===== config.mk =====
export PLATFORM = sky130hd
export DESIGN_NAME = anpc_gate_monitor
export DESIGN_NICKNAME = d
export VERILOG_FILES = /design/src/rtl/anpc_pkg.sv /design/src/rtl/anpc_pattern_decode.sv /design/src/rtl/anpc_gate_monitor.sv
export SDC_FILE = /design/constraint.sdc
export NUM_CORES = 1
export LEC_CHECK = 0
export BUFFER_PORTS_ARGS = -buffer_cell sky130_fd_sc_hd__clkbuf_2
export CAP_MARGIN = 25
export CORE_UTILIZATION = 55
export DETAILED_ROUTE_END_ITERATION = 6
export PLACE_DENSITY = 0.79
export SLEW_MARGIN = 20
export SYNTH_ARGS = -nofsm -noshare
export SYNTH_HDL_FRONTEND = slang
export SYNTH_HIERARCHICAL = 1
export SYNTH_SLANG_ARGS = --single-unit

===== constraint.sdc =====
create_clock -name clk -period 6.5 [get_ports clk]
set_input_delay 0.325 -clock clk [delete_from_list [all_inputs] [get_ports clk]]
set_output_delay 0.325 -clock clk [all_outputs]
set_load 0.005 [all_outputs]

===== src/rtl/anpc_pkg.sv =====
// Shared definitions for the 3L-ANPC leg: steady switch patterns, state codes,
// level codes and monitor fault codes.
package anpc_pkg;

   typedef enum logic [2:0] {
      ST_P    = 3'd0,
      ST_Z_U2 = 3'd1,
      ST_Z_U1 = 3'd2,
      ST_Z_L1 = 3'd3,
      ST_Z_L2 = 3'd4,
      ST_N    = 3'd5
   } anpc_state_e;

   typedef enum logic [1:0] {
      LVL_ZERO = 2'd0,
      LVL_P    = 2'd1,
      LVL_N    = 2'd2
   } anpc_level_e;

   typedef enum logic [1:0] {
      FC_NONE  = 2'd0,
      FC_MULTI = 2'd1,
      FC_DWELL = 2'd2,
      FC_STUCK = 2'd3
   } fault_code_e;

   localparam logic [5:0] PAT_P    = 6'b110_001;
   localparam logic [5:0] PAT_Z_U2 = 6'b010_010;
   localparam logic [5:0] PAT_Z_U1 = 6'b010_110;
   localparam logic [5:0] PAT_Z_L1 = 6'b101_001;
   localparam logic [5:0] PAT_Z_L2 = 6'b001_001;
   localparam logic [5:0] PAT_N    = 6'b001_110;

   function automatic logic [2:0] popcount6(input logic [5:0] w);
      logic [2:0] sum;
      sum = 3'd0;
      for (int i = 0; i < 6; i++) sum = sum + {2'b00, w[i]};
      return sum;
   endfunction

endpackage


===== src/rtl/anpc_pattern_decode.sv =====
// Combinational decode of a 6-bit switch word into steady flag, leg state and
// output level. Non-steady words report steady=0 with don't-care state/level.
module anpc_pattern_decode
   import anpc_pkg::*;
(
   input  logic [5:0] word_i,
   output logic       steady_o,
   output logic [2:0] state_o,
   output logic [1:0] level_o
);

   // NOTE: every output gets a default before the case so no path leaves one
   // unassigned; otherwise synthesis would infer a latch to hold it.
   always_comb begin
      steady_o = 1'b1;
      state_o  = ST_Z_U2;
      level_o  = LVL_ZERO;
      case (word_i)
         PAT_P: begin
            state_o = ST_P;
            level_o = LVL_P;
         end
         PAT_Z_U2: state_o = ST_Z_U2;
         PAT_Z_U1: state_o = ST_Z_U1;
         PAT_Z_L1: state_o = ST_Z_L1;
         PAT_Z_L2: state_o = ST_Z_L2;
         PAT_N: begin
            state_o = ST_N;
            level_o = LVL_N;
         end
         default: steady_o = 1'b0;
      endcase
   end

endmodule


===== src/rtl/anpc_gate_monitor.sv =====
// Receiver-side monitor for a 3L-ANPC leg switch word: decodes the steady
// state/level and latches the first commutation-legality fault.
module anpc_gate_monitor
   import anpc_pkg::*;
#(
   parameter int CW = 8
) (
   input  logic          clk,
   input  logic          rst,
   input  logic          ce,
   input  logic [5:0]    s_in,
   input  logic [CW-1:0] t_dwell,
   input  logic [CW-1:0] t_stuck,
   input  logic          clr_fault,
   output logic [2:0]    state_o,
   output logic [1:0]    level_o,
   output logic          steady_o,
   output logic          fault_o,
   output logic [1:0]    fault_code_o,
   output logic [15:0]   step_cnt_o
);

   typedef enum logic [1:0] {
      FSM_STEADY  = 2'd0,
      FSM_TRANSIT = 2'd1,
      FSM_FAULT   = 2'd2
   } mon_fsm_e;

   mon_fsm_e      fsm_q, fsm_d;
   logic [5:0]    s_q, s_d;
   logic [CW-1:0] dwell_q, dwell_d;
   logic [2:0]    state_q, state_d;
   logic [1:0]    level_q, level_d;
   logic          steady_q, steady_d;
   fault_code_e   code_q, code_d;
   logic [15:0]   step_q, step_d;

   logic          in_steady;
   logic [2:0]    in_state;
   logic [1:0]    in_level;
   logic [2:0]    n_diff;
   logic [CW:0]   stuck_age;
   fault_code_e   cause;

   anpc_pattern_decode u_decode (
      .word_i   (s_in),
      .steady_o (in_steady),
      .state_o  (in_state),
      .level_o  (in_level)
   );

   assign n_diff = popcount6(s_in ^ s_q);

   always_comb begin
      s_d       = s_q;
      dwell_d   = dwell_q;
      state_d   = state_q;
      level_d   = level_q;
      steady_d  = steady_q;
      step_d    = step_q;
      code_d    = code_q;
      fsm_d     = fsm_q;
      cause     = FC_NONE;
      stuck_age = '0;

      if (ce) begin
         s_d      = s_in;
         steady_d = in_steady;
         if (n_diff == 3'd0) begin
            if (dwell_q != '1) dwell_d = dwell_q + 1'b1;
         end else begin
            dwell_d = '0;
         end

         // Age of the word just sampled, counting this sample; one extra bit so
         // a saturated dwell counter still compares correctly.
         stuck_age = {1'b0, dwell_d} + {{CW{1'b0}}, 1'b1};

         if (n_diff >= 3'd2)
            cause = FC_MULTI;
         else if (n_diff == 3'd1 && t_dwell != '0 && dwell_q < t_dwell)
            cause = FC_DWELL;
         else if (!in_steady && t_stuck != '0 && stuck_age >= {1'b0, t_stuck})
            cause = FC_STUCK;

         // A faulting sample never becomes the reported steady state.
         if (cause == FC_NONE && in_steady) begin
            state_d = in_state;
            level_d = in_level;
         end
         if (cause == FC_NONE && n_diff == 3'd1 && fsm_q != FSM_FAULT)
            step_d = step_q + 16'd1;
      end

      if (cause != FC_NONE) begin
         fsm_d = FSM_FAULT;
         if (fsm_q != FSM_FAULT || clr_fault) code_d = cause;
      end else begin
         case (fsm_q)
            FSM_FAULT: begin
               if (clr_fault) begin
                  fsm_d  = steady_d ? FSM_STEADY : FSM_TRANSIT;
                  code_d = FC_NONE;
               end
            end
            default: begin
               if (ce) fsm_d = in_steady ? FSM_STEADY : FSM_TRANSIT;
            end
         endcase
      end
   end

   // NOTE: state registers use non-blocking assignments so every flop samples
   // the pre-edge values regardless of statement order.
   always_ff @(posedge clk) begin
      if (rst) begin
         fsm_q    <= FSM_STEADY;
         s_q      <= PAT_Z_U2;
         dwell_q  <= '1;
         state_q  <= ST_Z_U2;
         level_q  <= LVL_ZERO;
         steady_q <= 1'b1;
         code_q   <= FC_NONE;
         step_q   <= '0;
      end else begin
         fsm_q    <= fsm_d;
         s_q      <= s_d;
         dwell_q  <= dwell_d;
         state_q  <= state_d;
         level_q  <= level_d;
         steady_q <= steady_d;
         code_q   <= code_d;
         step_q   <= step_d;
      end
   end

   assign state_o      = state_q;
   assign level_o      = level_q;
   assign steady_o     = steady_q;
   assign fault_o      = (fsm_q == FSM_FAULT);
   assign fault_code_o = code_q;
   assign step_cnt_o   = step_q;

endmodule


==> metrics.cfg, run 1 <==
[global_route]
grt_overflow=0
grt_pass1_vias=2394
antenna_found_initial=0
grt.total_usage_pct=24.9
grt_pass1_wl_um=10700
grt_max_degree=31

[clock_tree]
hold_buffers=0
clock_sinks=40
clock_path_buffers=2
numCtsBuffers=5
cts_resized=0
cts.root.buffer_cell=clkbuf_8
clk_transition_reported_paths_ns=0.08
cts_setup_buffers=0
cts_tree=done
insertion_delay_ns=0.29
cts_htree_levels=2

[timing]
maxSlewHeadroom_pct=31.8
min_period_ns=5.98
hold_violations=0
min_period_over_period_pct=92.0
skew_ns=0.00731
clock.fmax_ghz=0.167
worstMarginPinSlew_ns=1.02
rsz0062_at_grt=no
setup_viol=0
fin_tns_setup_ns=0
slew_violations=0
finalWorstSetupSlack_ns=0.518

[pwr]
comb_power_share_pct=39.9
power.density_nw_per_um2=252
p_clk_share_pct=24.8
p_seq_share_pct=35.3
switching_power_mw=0.315
p_int_mw=0.511
static-leakage-power_nw=1.50
peakVddDrop_mv=0.154
swShare_pct=38.1

[floorplan]
dieArea_um2=5500
die_y_um=74.2
core-area_um2=4880
die_x_um=74.2
start_util_pct=58.7
rows=25
ios=51

[setup_path]
crit_required_ns=6.66
arrival_ns=6.14
endpoint_kind=register
critPathLaunchType=register
critPathKind=reg -> reg
crit_fanout=15

[yosys]
synth_edf_count=0
synth_compound_area_share_pct=18.9
yosysTopAreaCell=dfxtp_1
synth_adder_area_share_pct=10.4
syn_area_um2=2860
synthFlopType=dfxtp_1
ys_seq_area_share_pct=28.0
postSynthCellCount=342
synth_xor_area_share_pct=6.73
ys_warn_count=6
yosys_register_bits=40
synthTopCellsByCount=dfxtp_1 (40), nand2_1 (38), nor2_1 (38)
synthTopCellsByArea=dfxtp_1 (28%), ha_1 (8.3%), mux2i_1 (5.9%)
synthSimpleGateAreaFrac_pct=22.8
syn_avg_cell_area_um2=8.37
synth_top_family_by_area=simple AND/OR/NAND/NOR gates
syn_nets=390
synth.most_common_cell=dfxtp_1
synth_top_cell_area_share_pct=28.0
async_flop_share_pct=0
synth_cell_types=54
synthMuxAreaShare_pct=7.78

[cells_and_area]
num-fill-cells=423
post-route-util_pct=67.1
seqCellArea_um2=801
multi_input_area_um2=1910
final_cells=457
finalInstanceArea_um2=3280
syn2layout_area_growth_pct=14.4
layout.nets=437
drive_gt1_share_pct=20.5
diodes=0

[route]
first_pass_iters=4
ant_nets=0
vias=2624
drt_iter0_drc=264
drc=0
wirelength_um=6400
post_drt_wl_per_cell_um=14.0
viasPerCell=5.74

[placed_design]
gp_congestion=0.949
place_area_um2=3160
hpwl_um=4750
dpl_worst_slack_ns=0.383
port_buffers=50
dp.cells=449

[run]
cap_violations=0

[outcome]
outcome=complete, no violations

[min_path]
hold_path_class=in -> reg

[sequential cells by signal (all words and copies together) (netlist names)]
signal and flops:
step_cnt_o 16, dwell_q 8, s_q 6, state_o 3, fault_code_o 2, fsm_q 2, level_o 2, steady_o 1
[worst max-delay path, cell delays in order (launching register included)]
cell and delay [ns]:
dfxtp_1 0.32, xor2_1 0.18, fa_1 0.53, inv_1 0.05
fa_1 0.46, inv_1 0.07, ha_1 0.15, inv_1 0.05
fa_1 0.51, nand2_1 0.15, or2_2 0.38, nor3_1 0.27
nand3_1 0.15, or3_1 0.39, mux2_2 0.28, ha_1 0.30
and3_1 0.17, a21oi_1 0.11, a31oi_1 0.11, a311o_4 0.51
a2111oi_1 0.49, xnor2_1 0.17, nor2_1 0.06
[power groups by stage]
stage	Clock (mW)	Sequential, mW	Combinational, mW
finish	0.204	0.292	0.329
global route	0.219	0.295	0.372
CTS	0.208	0.291	0.328
detailed placement	0	0.297	0.327
global placement	0	0.297	0.312
floorplan	0	0.289	0.252
[path summary, 6_finish.rpt]
check / from / to / slack (ns) / cells past startpoint
min: s_in[4] / s_q[4] / 0.34 / 3
max: s_q[0] / step_cnt_o[11] / 0.52 / 22
min reg2reg: s_q[1] / s_q[1] / 0.50 / 2
max reg2reg: s_q[0] / step_cnt_o[11] / 0.52 / 22
[cell usage in the layout, fill, tap and decap left out, types with 6 or more instances in the layout]
master	instances
o21ai_0	13
nor2_1	38
xor2_1	8
dfxtp_1	40
a21oi_1	15
and3_1	9
nand2_1	38
nand3_1	11
inv_1	27
mux2i_1	17
a211oi_1	6
ha_1	19
clkbuf_2	50
xnor2_1	14
[routing by layer]
metal	part of all wire [%]	GRT usage [%]
met1	48	34.0
met2	47	39.9
met3	4.0	4.61
met4	0.67	7.69
met5	0	0
[layout make-up]
| class | instances | area share [%] |
|---|---|---|
| inverters | 27 | 3.09 |
| clock inverters | 3 | 1.30 |
| repair buffers | 52 | 8.10 |
| well taps | 67 | 2.56 |
| multi-input cells | 263 | 58.4 |
| clock buffers | 5 | 2.10 |
| flip-flops and latches | 40 | 24.4 |
[kinds of logic (layout without fill, tap and decap cells)]
| logic type | count (synthesis) | in the layout |
|---|---|---|
| simple gates | 132 | 132 |
| compound gates | 66 | 66 |
| flops | 40 | 40 |
| buf+inv | 39 | 87 |
| fa+ha+maj | 22 | 22 |
| xor+xnor | 22 | 22 |
| mux | 21 | 21 |
[per-stage QoR]
step	hold WS, ns	total power, mW
finish	0.337	0.825
global placement	0.481	0.609
floorplan	0.454	0.541
global route	0.342	0.886
CTS	0.333	0.827
detailed placement	0.484	0.623
Note: power is estimated with default switching activity, not from simulation.
==> run 2: changes to the inputs <==
ABC_AREA = 1   (was default)
CORE_ASPECT_RATIO = 1.5   (was default)
PLACE_DENSITY = 0.78   (was 0.79)
==> metrics.cfg, run 2 <==
[setup_path]
endpoint_kind=register
critPathLaunchType=register
critPathKind=reg -> reg
crit_fanout=16
critPathSlowestCell=fa_1
r2r_cells=35
ff2ff_setup_slack_ns=0.99
arrival_ns=5.71
crit_required_ns=6.70
slowest_delay_ns=0.53

[yosys]
synth_top_cell_area_share_pct=26.5
syn_avg_cell_area_um2=6.88
synth_edf_count=0
synthTopCellsByArea=dfxtp_1 (26%), nand2_1 (8.7%), inv_1 (8.2%)
yosysTopAreaCell=dfxtp_1
ys_warn_count=6
yosys_register_bits=40
syn_nets=488
synth_cell_types=33
postSynthCellCount=440
synth.most_common_cell=nand2_1
synthTopCellsByCount=nand2_1 (70), inv_1 (66), nor2_1 (47)
ys_seq_area_share_pct=26.5
synthFlopType=dfxtp_1
async_flop_share_pct=0
syn_area_um2=3030

[cells_and_area]
layout.nets=533
drive_gt1_share_pct=20.6
post-route-util_pct=65.4
diodes=0
layout_common_cells=nand2_1 (70), inv_1 (66), clkbuf_2 (50)
seqCellArea_um2=801
largest_reg_flops=16
num-fill-cells=472
syn2layout_area_growth_pct=12.5
final_common_cell=nand2_1
multi_input_area_um2=1900

[timing]
hold_violations=0
setup_viol=0
clock.fmax_ghz=0.181
slew_violations=0
skew_ns=0.00788
fin_tns_setup_ns=0
rsz0062_at_grt=no
min_period_over_period_pct=84.8
min_period_ns=5.51
worstMarginPinSlew_ns=0.693
maxSlewHeadroom_pct=53.7

[placed_design]
hpwl_um=5180
port_buffers=50
gp_congestion=0.878

[run]
cap_violations=0

[clock_tree]
clock_sinks=40
clk_transition_reported_paths_ns=0.09
cts_htree_levels=2
insertion_delay_ns=0.30
cts_tree=done
cts_setup_buffers=0
cts.root.buffer_cell=clkbuf_8
numCtsBuffers=5
cts_resized=0
clock_path_buffers=2
hold_buffers=0

[floorplan]
core-area_um2=5200
die_y_um=92.9
start_util_pct=58.1
rows=32
ios=51
dieArea_um2=5810
die_x_um=62.6

[route]
wirelength_um=6740
post_drt_wl_per_cell_um=12.2
drt_iter0_drc=121
vias=2931
drc=0
first_pass_iters=5
viasPerCell=5.29
ant_nets=0

[global_route]
grt_overflow=0
grt.total_usage_pct=25.2
grt_pass1_wl_um=11800
antenna_found_initial=0
grt_max_degree=29
grt_pass1_vias=2779

[outcome]
outcome=complete, no violations

[min_path]
holdPathStages=3
hold_path_class=in -> reg

[pwr]
peakVddDrop_mv=0.217
static-leakage-power_nw=1.70
power.density_nw_per_um2=260

run 2: changes by cell type after synthesis, sizes merged, moves of 12 or more:
cell   before  now
nand2      38   85
inv        27   69
nand3      11   30
a21oi      17   34
mux2i      17    0
nand4       5   22
nor2       38   54
o21ai      13   25
run 2: through the flow:
stage / total power [mW] / std cells / cell area, um2 / worst slack [ns] / hold slack [ns]
3_5_place_dp: 0.681 / 546 / 3290 / 0.839 / 0.447
4_1_cts: 0.890 / 554 / 3400 / 0.975 / 0.302
6_report: 0.886 / 554 / 3410 / 0.989 / 0.302
3_3_place_gp: 0.672 / 546 / 3290 / 1.02 / 0.448
5_1_grt: 0.964 / 554 / 3410 / 0.408 / 0.342
2_1_floorplan: 0.604 / 440 / 3030 / 1.49 / 0.425
run 2: path summary, 6_finish.rpt:
| path | startpoint | endpoint |
|---|---|---|
| min reg2reg | fsm_q[0] | fsm_q[0] |
| max | s_q[0] | step_cnt_o[2] |
| min | s_in[1] | s_q[1] |
| max reg2reg | s_q[0] | step_cnt_o[2] |
run 2: power by group:
part           internal [mW]  switching, mW
clock network          0.114         0.0958
registers              0.267         0.0220
logic                  0.129          0.258
total                  0.510          0.376
run 2: kinds of logic after synthesis:
kind of cell	count (synthesis)	synth area share [%]
flip-flops	40	26.5
XOR/XNOR	23	6.66
AND/OR/NAND/NOR	211	34.2
buffers and inverters	81	10.9
adder cells (fa/ha/maj)	22	9.84
AO/OA/AOI/OAI	63	12.0
run 2: cell type report:
type	count	share of cell area, %
tap	68	2.50
timing repair buffer	50	7.35
inverter	69	7.60
clock buffer	5	2.02
sequential	40	23.5
clock inverter	3	1.25
multi-input combinational	319	55.8
run 2: layer usage:
metal | GRT usage [%] | wire [um]
met1 | 27.5 | 2760
met2 | 47.5 | 3540
met3 | 3.33 | 259
met4 | 11.4 | 177
met5 | 0 | 0
run 2: critical path, delay by kind of cell (launching register included):
family	cells	cell delay, ns
AOI/OAI and AO/OA	2	0.39
xor gates and xnor gates	2	0.32
adders and majority gates	6	2.06
buffers and inverters	8	0.62
DFF	1	0.33
and+or+nand+nor	17	1.67
==> run 3: changes to the inputs <==
ABC_AREA = 0   (was 1)
CORE_UTILIZATION = 51   (was 55)
PLACE_DENSITY = 0.77   (was 0.78)
clock period = 4.6 ns   (was 6.5 ns; I/O delays follow)
==> metrics.cfg, run 3 (synthesized netlist as in run 1, its figures left out) <==
[setup_path]
critPathKind=reg -> reg
crit_fanout=7
arrival_ns=5.60
endpoint_kind=register
crit_chain=xor2_2, fa_1, inv_1, fa_1, inv_1, ha_1, inv_1, fa_1, nand2_2, nor2_1, o211ai_1, or3_4, mux2_4, ha_4, and3_4, a21oi_2, a31oi_2, a311o_4, a21oi_4, buf_6, a21oi_1, a31o_2
r2r_cells=22
slowest_delay_ns=0.54
critPathSlowestCell=fa_1
critPathLaunchType=register
crit_required_ns=4.80

[cells_and_area]
final_cells=487
num-fill-cells=467
seqCellArea_um2=802
multi_input_area_um2=2090
syn2layout_area_growth_pct=27.3
layout.nets=464
drive_gt1_share_pct=30.2
layout_common_cells=clkbuf_2 (50), dfxtp_1 (39), nand2_1 (37)
largest_reg_flops=16
final_common_cell=clkbuf_2
diodes=0

[pwr]
switching_power_mw=0.539
peakVddDrop_mv=0.226
p_seq_share_pct=30.9
comb_power_share_pct=50.5
static-leakage-power_nw=1.64
power.density_nw_per_um2=364
p_int_mw=0.789
p_clk_share_pct=18.6
swShare_pct=40.6

[floorplan]
core-area_um2=5450
ios=51
die_x_um=63.2
rows=33
die_y_um=93.8
dieArea_um2=5930
start_util_pct=52.5

[placed_design]
port_buffers=50
gp_congestion=0.816
dp.cells=474
hpwl_um=5260

[global_route]
grt.total_usage_pct=26.4
grt_pass1_wl_um=12400
antenna_found_initial=0
grt_pass1_vias=2741
grt_max_degree=31
grt_overflow=0

[timing]
finalWorstSetupSlack_ns=-0.807
min_period_over_period_pct=118
fin_hold_ws_ns=0.299
slew_violations=0
min_period_ns=5.41
rsz0062_at_grt=yes
worstMarginPinSlew_ns=0.861
hold_violations=0
clock.fmax_ghz=0.185
maxSlewHeadroom_pct=42.6
skew_ns=0.00946
setup_viol=20

[outcome]
outcome=complete, but fails checks
violations=setup timing

[route]
ant_nets=0
viasPerCell=5.62
drt_iter0_drc=120
drc=0
first_pass_iters=4
vias=2735
post_drt_wl_per_cell_um=15.0
wirelength_um=7320

[clock_tree]
numCtsBuffers=5
hold_buffers=0
cts_htree_levels=2
clock_sinks=40
insertion_delay_ns=0.30
clk_transition_reported_paths_ns=0.09
clock_path_buffers=2
cts_tree=done
cts.root.buffer_cell=clkbuf_8

[min_path]
hold_path_class=in -> reg
holdPathStages=4

[run]
cap_violations=0

run 3: timing repair:
action / 4_1_cts / 5_1_grt
buffers inserted: 4 / 0
setup endpoints to repair: 20 / 20
gates cloned: 1 / 0
resized for setup: 14 / 6
pin swaps: 10 / 6
run 3: metal layers:
metal	wire, um	vias to the layer above	GRT usage, %
li1	-	1359	-
met4	144	0	12.1
met5	0	-	0
met1	3000	1309	29.0
met2	4000	53	49.1
met3	175	14	4.13
run 3: worst max-delay path: cells and delay by family (launching register included):
family | cells | cell delay [ns]
AOI/OAI and AO/OA | 7 | 1.36
xor gates and xnor gates | 1 | 0.15
adders and majority gates | 5 | 1.88
buffers and inverters | 4 | 0.32
DFF | 1 | 0.35
muxes | 1 | 0.32
and+or+nand+nor | 4 | 0.91
run 3: path summary, 6_finish.rpt:
path | start | endpoint | slack (ns)
min reg2reg | state_o[0] | state_o[0] | 0.50
max reg2reg | s_q[3] | step_cnt_o[5] | -0.81
min | s_in[4] | s_q[4] | 0.30
max | s_q[3] | step_cnt_o[5] | -0.81
run 3: stage by stage:
stage	instance area [um2]	setup TNS (ns)	total power, mW	utilization, %	worst slack, ns
finish	3640	-14.79	1.33	66.9	-0.807
global route	3640	-19.39	1.41	66.9	-1.03
CTS	3610	-14.58	1.31	66.3	-0.801
detailed placement	3400	-16.08	0.995	62.3	-0.930
global placement	3400	-13.50	0.977	62.3	-0.752
floorplan	2940	-12.16	0.809	-	-0.701
run 3: layout make-up:
cell class | count | share of cell area, %
multi-input combinational | 264 | 57.3
sequential | 40 | 22.0
timing repair buffer | 78 | 12.9
inverter | 27 | 2.78
tap | 70 | 2.40
clock buffer | 5 | 1.89
clock inverter | 3 | 0.652
run 3: power by group through the flow:
stage | logic, mW | clock network (mW) | registers, mW
6_report | 0.671 | 0.247 | 0.410
4_1_cts | 0.650 | 0.250 | 0.409
3_5_place_dp | 0.579 | 0 | 0.416
3_3_place_gp | 0.561 | 0 | 0.417
5_1_grt | 0.733 | 0.265 | 0.415
2_1_floorplan | 0.400 | 0 | 0.409
